## src/rtl/pc_counter_stack.sv

```systemverilog
// ============================================================================
// pc_counter_stack
// ----------------------------------------------------------------------------
// Program counter for the processor datapath. This block supplies the
// instruction address that is sent to program memory.
//
//   - WIDTH-bit up-counter. Each enabled cycle it adds STEP.
//   - A parallel load sets the counter to a given value.
//   - wrap is a one-cycle pulse that fires when an increment carries past
//     2^WIDTH-1.
//   - An optional DEPTH-entry return-address stack supports call/return.
//
// Optional feature macro: PC_CALL_STACK_EN
//   - Defined: the return stack is built.
//   - Undefined (default): no stack storage is built.
//       * call is a plain jump.
//       * ret is ignored.
//       * level, full, empty and err are tied to their idle values.
//
// Parameters
//   WIDTH  counter / address width in bits (4..32)
//   STEP   increment added per enabled cycle (1..2^WIDTH-1)
//   DEPTH  return-stack entries (2..16)
//
// Ports
//   clk     in   rising-edge clock
//   res     in   synchronous active-high reset
//   enable  in   add STEP to out this cycle
//   load    in   out <= carga
//   carga   in   load / call target value
//   call    in   push out+1 and jump to carga
//   ret     in   pop the top entry into out
//   out     out  current count / program address
//   wrap    out  one-cycle pulse after an increment that wrapped
//   level   out  number of stack entries in use
//   full    out  level == DEPTH
//   empty   out  level == 0
//   err     out  sticky overflow/underflow flag; cleared only by res
//
// Priority per edge: res > load > call > ret > enable > hold.
// ============================================================================
module pc_counter_stack #(
    parameter int          WIDTH = 12,
    parameter int unsigned STEP  = 1,
    parameter int          DEPTH = 4
) (
    input  logic                         clk,
    input  logic                         res,
    input  logic                         enable,
    input  logic                         load,
    input  logic [WIDTH-1:0]             carga,
    input  logic                         call,
    input  logic                         ret,
    output logic [WIDTH-1:0]             out,
    output logic                         wrap,
    output logic [$clog2(DEPTH+1)-1:0]   level,
    output logic                         full,
    output logic                         empty,
    output logic                         err
);

    localparam int               LW     = $clog2(DEPTH + 1);
    localparam logic [WIDTH-1:0] STEP_W = STEP[WIDTH-1:0];

    // Counter state
    logic [WIDTH-1:0] out_r;
    logic             wrap_r;
    logic [WIDTH-1:0] out_nx_s;
    logic             wrap_nx_s;

    // The extra top bit of the sum is the carry out of the increment.
    logic [WIDTH:0]   inc_s;

    assign inc_s = {1'b0, out_r} + {1'b0, STEP_W};

`ifdef PC_CALL_STACK_EN
    // The stack index only needs enough bits to address DEPTH entries.
    // level itself needs one extra code so that it can hold DEPTH.
    localparam int AW = (DEPTH > 1) ? $clog2(DEPTH) : 1;

    logic [WIDTH-1:0] stack_r [DEPTH];
    logic [LW-1:0]    level_r;
    logic             full_r;
    logic             empty_r;
    logic             err_r;

    logic [LW-1:0]    level_nx_s;
    logic             err_nx_s;
    logic             push_s;
    logic [LW-1:0]    pop_lvl_s;
    logic [AW-1:0]    push_idx_s;
    logic [AW-1:0]    pop_idx_s;
    logic [WIDTH-1:0] ret_addr_s;

    // Truncating to AW bits is safe here. A push happens only when the stack
    // is not full, and a pop happens only when it is not empty, so both
    // indices always lie in 0..DEPTH-1.
    assign pop_lvl_s  = level_r - {{(LW-1){1'b0}}, 1'b1};
    assign push_idx_s = level_r[AW-1:0];
    assign pop_idx_s  = pop_lvl_s[AW-1:0];
    assign ret_addr_s = out_r + {{(WIDTH-1){1'b0}}, 1'b1};

    // Next-state selection for the counter and the stack, in priority order
    always_comb begin
        out_nx_s   = out_r;
        wrap_nx_s  = 1'b0;
        level_nx_s = level_r;
        err_nx_s   = err_r;
        push_s     = 1'b0;
        if (res) begin
            out_nx_s   = {WIDTH{1'b0}};
            level_nx_s = {LW{1'b0}};
            err_nx_s   = 1'b0;
        end else if (load) begin
            // A load takes precedence over call and ret, so the stack is left untouched.
            out_nx_s = carga;
        end else if (call) begin
            // The jump always happens. On overflow the push is discarded.
            out_nx_s = carga;
            if (full_r) begin
                err_nx_s = 1'b1;
            end else begin
                push_s     = 1'b1;
                level_nx_s = level_r + {{(LW-1){1'b0}}, 1'b1};
            end
        end else if (ret) begin
            if (empty_r) begin
                err_nx_s = 1'b1;
            end else begin
                out_nx_s   = stack_r[pop_idx_s];
                level_nx_s = pop_lvl_s;
            end
        end else if (enable) begin
            {wrap_nx_s, out_nx_s} = inc_s;
        end else begin
            out_nx_s = out_r;
        end
    end

    // Registered counter, wrap pulse, stack level and the flags derived from level
    always_ff @(posedge clk) begin
        if (res) begin
            out_r   <= {WIDTH{1'b0}};
            wrap_r  <= 1'b0;
            level_r <= {LW{1'b0}};
            full_r  <= 1'b0;
            empty_r <= 1'b1;
            err_r   <= 1'b0;
        end else begin
            out_r   <= out_nx_s;
            wrap_r  <= wrap_nx_s;
            level_r <= level_nx_s;
            // full and empty are computed from the next level. This keeps
            // them in step with the registered level in every cycle.
            full_r  <= (level_nx_s == LW'(DEPTH));
            empty_r <= (level_nx_s == {LW{1'b0}});
            err_r   <= err_nx_s;
        end
    end

    // Return-address storage. Its contents are don't-care after reset, so it has no reset.
    always_ff @(posedge clk) begin
        if (!res && push_s) begin
            stack_r[push_idx_s] <= ret_addr_s;
        end
    end

    assign level = level_r;
    assign full  = full_r;
    assign empty = empty_r;
    assign err   = err_r;

`else
    // Next-state selection when there is no stack. call is a plain jump and ret holds.
    always_comb begin
        out_nx_s  = out_r;
        wrap_nx_s = 1'b0;
        if (res) begin
            out_nx_s = {WIDTH{1'b0}};
        end else if (load) begin
            out_nx_s = carga;
        end else if (call) begin
            out_nx_s = carga;
        end else if (ret) begin
            out_nx_s = out_r;
        end else if (enable) begin
            {wrap_nx_s, out_nx_s} = inc_s;
        end else begin
            out_nx_s = out_r;
        end
    end

    // Registered counter and wrap pulse
    always_ff @(posedge clk) begin
        if (res) begin
            out_r  <= {WIDTH{1'b0}};
            wrap_r <= 1'b0;
        end else begin
            out_r  <= out_nx_s;
            wrap_r <= wrap_nx_s;
        end
    end

    assign level = {LW{1'b0}};
    assign full  = 1'b0;
    assign empty = 1'b1;
    assign err   = 1'b0;
`endif

    assign out  = out_r;
    assign wrap = wrap_r;

endmodule
```

## config.mk

```make
export PLATFORM = sky130hd
export DESIGN_NAME = pc_counter_stack
export DESIGN_NICKNAME = d
export VERILOG_FILES = /design/src/rtl/pc_counter_stack.sv
export SDC_FILE = /design/constraint.sdc
export NUM_CORES = 1
export LEC_CHECK = 0
export BUFFER_PORTS_ARGS = -buffer_cell sky130_fd_sc_hd__buf_4
export CORE_MARGIN = 3
export CORE_UTILIZATION = 43
export CTS_CLUSTER_SIZE = 25
export DETAILED_ROUTE_END_ITERATION = 16
export PLACE_DENSITY = 0.75
export REMOVE_ABC_BUFFERS = 1
export SLEW_MARGIN = 10
export SYNTH_ARGS = -nofsm -noshare
export SYNTH_HDL_FRONTEND = slang
export SYNTH_SLANG_ARGS = --single-unit
export TNS_END_PERCENT = 50
```

## constraint.sdc

```tcl
create_clock -name clk -period 2.3 [get_ports clk]
set_input_delay 0.23 -clock clk [delete_from_list [all_inputs] [get_ports clk]]
set_output_delay 0.23 -clock clk [all_outputs]
set_load 0.005 [all_outputs]
```

== Word-level counts from Yosys, hierarchy flattened ==
Index checks and enable logic that the tools add are counted.
W data, S select, Z words.

* Add/sub/neg operators: 1
* Eq/ne operators: 1
* Multiplexer cells: 4
* Bitwise logic cells: 1
* Reduce and logical (&&, ||, !) cells: 3

{| class="wikitable"
|+ Operators with widths
! operator !! number
|-
| $mux W12 || 4
|-
| $add A12 B1 Y13 const B || 1
|-
| $reduce_or A5 Y1 || 1
|-
| $ne A3 B3 Y1 const B || 1
|-
| $reduce_bool A3 Y1 || 1
|-
| $reduce_and A2 Y1 || 1
|-
| $not A1 Y1 || 1
|}

* Register bits: 13
* Input bits: 18
* Output and inout bits: 19
* Word-level logic and storage cells: 12

== Logic depth before layout (Yosys ltp) ==
* Word-level depth: 5
* Depth in mapped cells: 5
* Depth with buffers taken out: 5

== Worst setup path before layout ==
No wires, ideal clock.

* Path kind: reg-to-reg
* Start point: register out_r[0], in the netlist out[0]
* End point: register out_r[10], in the netlist out[10]
* Setup time: 0.141 ns
* Data arrival time: 1.200 ns
* Data required time: 2.159 ns
* Setup slack: 0.959 ns
* Cell stages (with the launch flop): 6
* Path buffers: 0
* Clock period less this slack: 1.341 ns
* Cells stage by stage: dfxtp_1 > ha_1 > nand3b_2 > nor4_2 > xnor2_1 > a211oi_2

* Cells in the longest elaborated chain, start to end: 5

{| class="wikitable"
|+ RTL lines
! element !! RTL line !! RTL
|-
| start: declaration || 66 || <nowiki>logic [WIDTH-1:0] out_r;</nowiki>
|-
| start signal: assignment || 196 || <nowiki>out_r <= {WIDTH{1'b0}};</nowiki>
|-
| start signal: assignment || 199 || <nowiki>out_r <= out_nx_s;</nowiki>
|-
| $add A12 B1 Y13 || 74 || <nowiki>assign inc_s = {1'b0, out_r} + {1'b0, STEP_W};</nowiki>
|-
| $mux W12 || 186 || <nowiki>end else if (enable) begin</nowiki>
|-
| $mux W12 || 184 || <nowiki>end else if (ret) begin</nowiki>
|-
| $mux W12 || 182 || <nowiki>end else if (call) begin</nowiki>
|-
| $mux W12 || 180 || <nowiki>end else if (load) begin</nowiki>
|}

No other way between the ends. The select of a mux whose other input is x is not followed.
A chain may end at the register's enable or synchronous reset.

== Worst setup path after layout ==
Same ends and word-level chain as after synthesis.

==> flow_summary.json <==
{
  "status": "completed",
  "ys_warn_count": 0,
  "post-route-min-period_ns": 1.46,
  "synth_edf_count": 0,
  "p_comb_share_pct": 20.5,
  "end_kind": "register",
  "grt_pass1_wl_um": 2790,
  "wl_per_cell_um": 11.7,
  "vias_per_cell": 4.78,
  "irDropWorstVdd_v": 0.000379,
  "critical_path_class": "register to register",
  "syn_avg_cell_area_um2": 9.27,
  "synth_common_cells": "dfxtp_1, nor2_1, xnor2_1",
  "cts_setup_buffers": 0,
  "cts_tree": "yes",
  "clock.fmax_mhz": 685,
  "met1_usage_pct": 17.1,
  "worst-path-max-fanout": 5,
  "finalHoldViolations": 0,
  "hp-class": "input pin to register",
  "fin_nets": 133,
  "fin_worst_skew_ns": 0.00681,
  "async_reset_ff_share_pct": 0,
  "synth_cell_types": 28,
  "ant_nets": 0,
  "crit_required_ns": 2.50,
  "crit_end": "out[10]$_SDFFE_PP0P_",
  "drc": 0,
  "cts_resized": 0,
  "n_antenna_cell": 0,
  "use_met2_pct": 25.9,
  "ios": 37,
  "rrSetupSlack_ns": 0.84,
  "synth_top_area_share_pct": 33.8,
  "switching_share_pct": 27.7,
  "clkSlewWorstSetupHoldPaths_ns": 0.09,
  "antenna_found_initial": 0,
  "syn_inst": 83,
  "drive_above_1_share_pct": 39.8,
  "reg2reg_depth": 5,
  "slew_viol_final": 0,
  "whs_ns": 0.234,
  "hold-path-cell-count": 2,
  "crit_arrival_ns": 1.66,
  "num_rows": 14,
  "place_congestion": 0.683,
  "grt-ovfl-total": 0,
  "cts_buffers": 3,
  "drt_iter0_markers": 8,
  "worstReg2RegStart": "out[0]$_SDFFE_PP0P_",
  "fin_setup_tns_ns": 0,
  "setup_viol": 0,
  "critPathLaunchType": "register",
  "hold_start": "res",
  "clk_path_buf_depth": 2,
  "synth_area_leaders": "dfxtp_1, a211oi_2, xnor2_1",
  "io_buffers": 30,
  "die_area_um2": 2330,
  "die_h_um": 48.3,
  "startpoint": "out[0]$_SDFFE_PP0P_",
  "drtPass1Iterations": 3,
  "grt_most_used_layer": "met2",
  "powerDensity_nw_per_um2": 495,
  "synth_seq_area_share_pct": 33.8,
  "routed_wl_um": 1600,
  "core_area_um2": 1590,
  "power_frac_clock_pct": 27.7,
  "p_total_w": 0.000504,
  "clock_sinks": 13,
  "r2r-end": "out[10]$_SDFFE_PP0P_",
  "final_util_pct": 63.9,
  "place_inst": 133,
  "worstSkewPairLatency_ns": 0.27,
  "vias": 655,
  "htree_levels": 1,
  "hpwlAfterDp_um": 1250,
  "die_width_um": 48.3,
  "grt_pass1_vias": 644,
  "grt_use_total_pct": 14.9,
  "synth_flop_cell": "dfxtp_1",
  "rsz0062_at_grt": "no",
  "intPower_w": 0.000365,
  "synth.ff_latch_count": 13,
  "p_sw_w": 0.000139,
  "finalNonFillerCells": 137,
  "root_buffer": "clkbuf_4",
  "cts_hold_repair.buffers": 0,
  "cap_violations": 0,
  "synth_top_area_cell": "dfxtp_1",
  "p_leak_nw": 0.417,
  "seqPwrFrac_pct": 51.8,
  "syn-cell-area_um2": 769,
  "finalCritPeriodShare_pct": 63.5,
  "met3_usage_pct": 4.29,
  "area_growth_pct": 32.4,
  "start_util_pct": 48.3,
  "grt_max_degree": 26
}
routing by layer:
layer / up-vias / wire, µm
met5: - / 0
met4: 0 / 14
met3: 2 / 120
met2: 25 / 788
met1: 283 / 673
li1: 345 / -
sequential cells by signal (all words and copies together), names as in the netlist:
signal  flops
out        12
wrap        1
layout by cell type (no fill, tap or decap), drive strengths merged:
master,netlist,final
buf,6,31
nor2,13,13
dfxtp,13,13
a211oi,11,11
xnor2,7,7
conb,2,6
nor3,4,4
xor2,3,3
clkbuf,3,3
nand4,3,3
nor4,3,3
inv,2,2
nand2,2,2
nand3,2,2
nand3b,1,1
nand4b,1,1
and4b,1,1
o21ai,1,1
or3,1,1
a311oi,1,1
nor2b,1,1
mux2i,1,1
ha,1,1
clkinv,0,1
kinds of logic (layout without fill, tap and decap cells):
| kind of cell | after synthesis | count (layout) | share of synthesized area, % |
|---|---|---|---|
| buffers and inverters | 11 | 37 | 8.29 |
| and+or+nand+nor | 32 | 32 | 26.8 |
| AOI/OAI and AO/OA | 13 | 13 | 15.8 |
| adders and majority gates | 1 | 1 | 1.63 |
| DFF | 13 | 13 | 33.8 |
| xor gates and xnor gates | 10 | 10 | 11.4 |
| other | 2 | 6 | 0.976 |
| muxes | 1 | 1 | 1.30 |
stage by stage:
step	worst slack, ns	instance area (µm²)
floorplan	0.755	728
global placement	0.934	991
detailed placement	0.849	991
CTS	0.838	1020
global route	0.733	1020
finish	0.840	1020
worst min-delay path by stage:
stage	end	slack, ns
floorplan	out[10]$_SDFFE_PP0P_	0.29
global placement	out[9]$_SDFFE_PP0P_	0.53
detailed placement	out[7]$_SDFFE_PP0P_	0.53
CTS	out[11]$_SDFFE_PP0P_	0.23
global route	out[11]$_SDFFE_PP0P_	0.22
finish	out[11]$_SDFFE_PP0P_	0.23
power groups by stage:
| stage | Sequential [W] | Clock (W) | Combinational (W) |
|---|---|---|---|
| after floorplan | 0.000265 | 0 | 0.0000458 |
| after global placement | 0.000266 | 0 | 0.000102 |
| after detailed placement | 0.000267 | 0 | 0.000103 |
| after CTS | 0.000261 | 0.000143 | 0.000104 |
| after global routing | 0.000264 | 0.000165 | 0.000115 |
| final | 0.000261 | 0.000140 | 0.000103 |
final cells by class:
type                            count  area, µm²
Timing Repair Buffer               31        233
Multi-Input combinational cell     63        460
Inverter                            2       7.51
Clock inverter                      1       5.00
Tap cell                           24       30.0
Clock buffer                        3       22.5
Fill cell                         150        576
Sequential cell                    13        260
critical path, stage by stage (launching register included):
cell and delay, ns:
dfxtp_1 0.42, ha_1 0.22, nand3b_2 0.15, nor4_2 0.28, xnor2_1 0.12, a211oi_2 0.21
No activity file was read; power rests on OpenSTA's default activity.
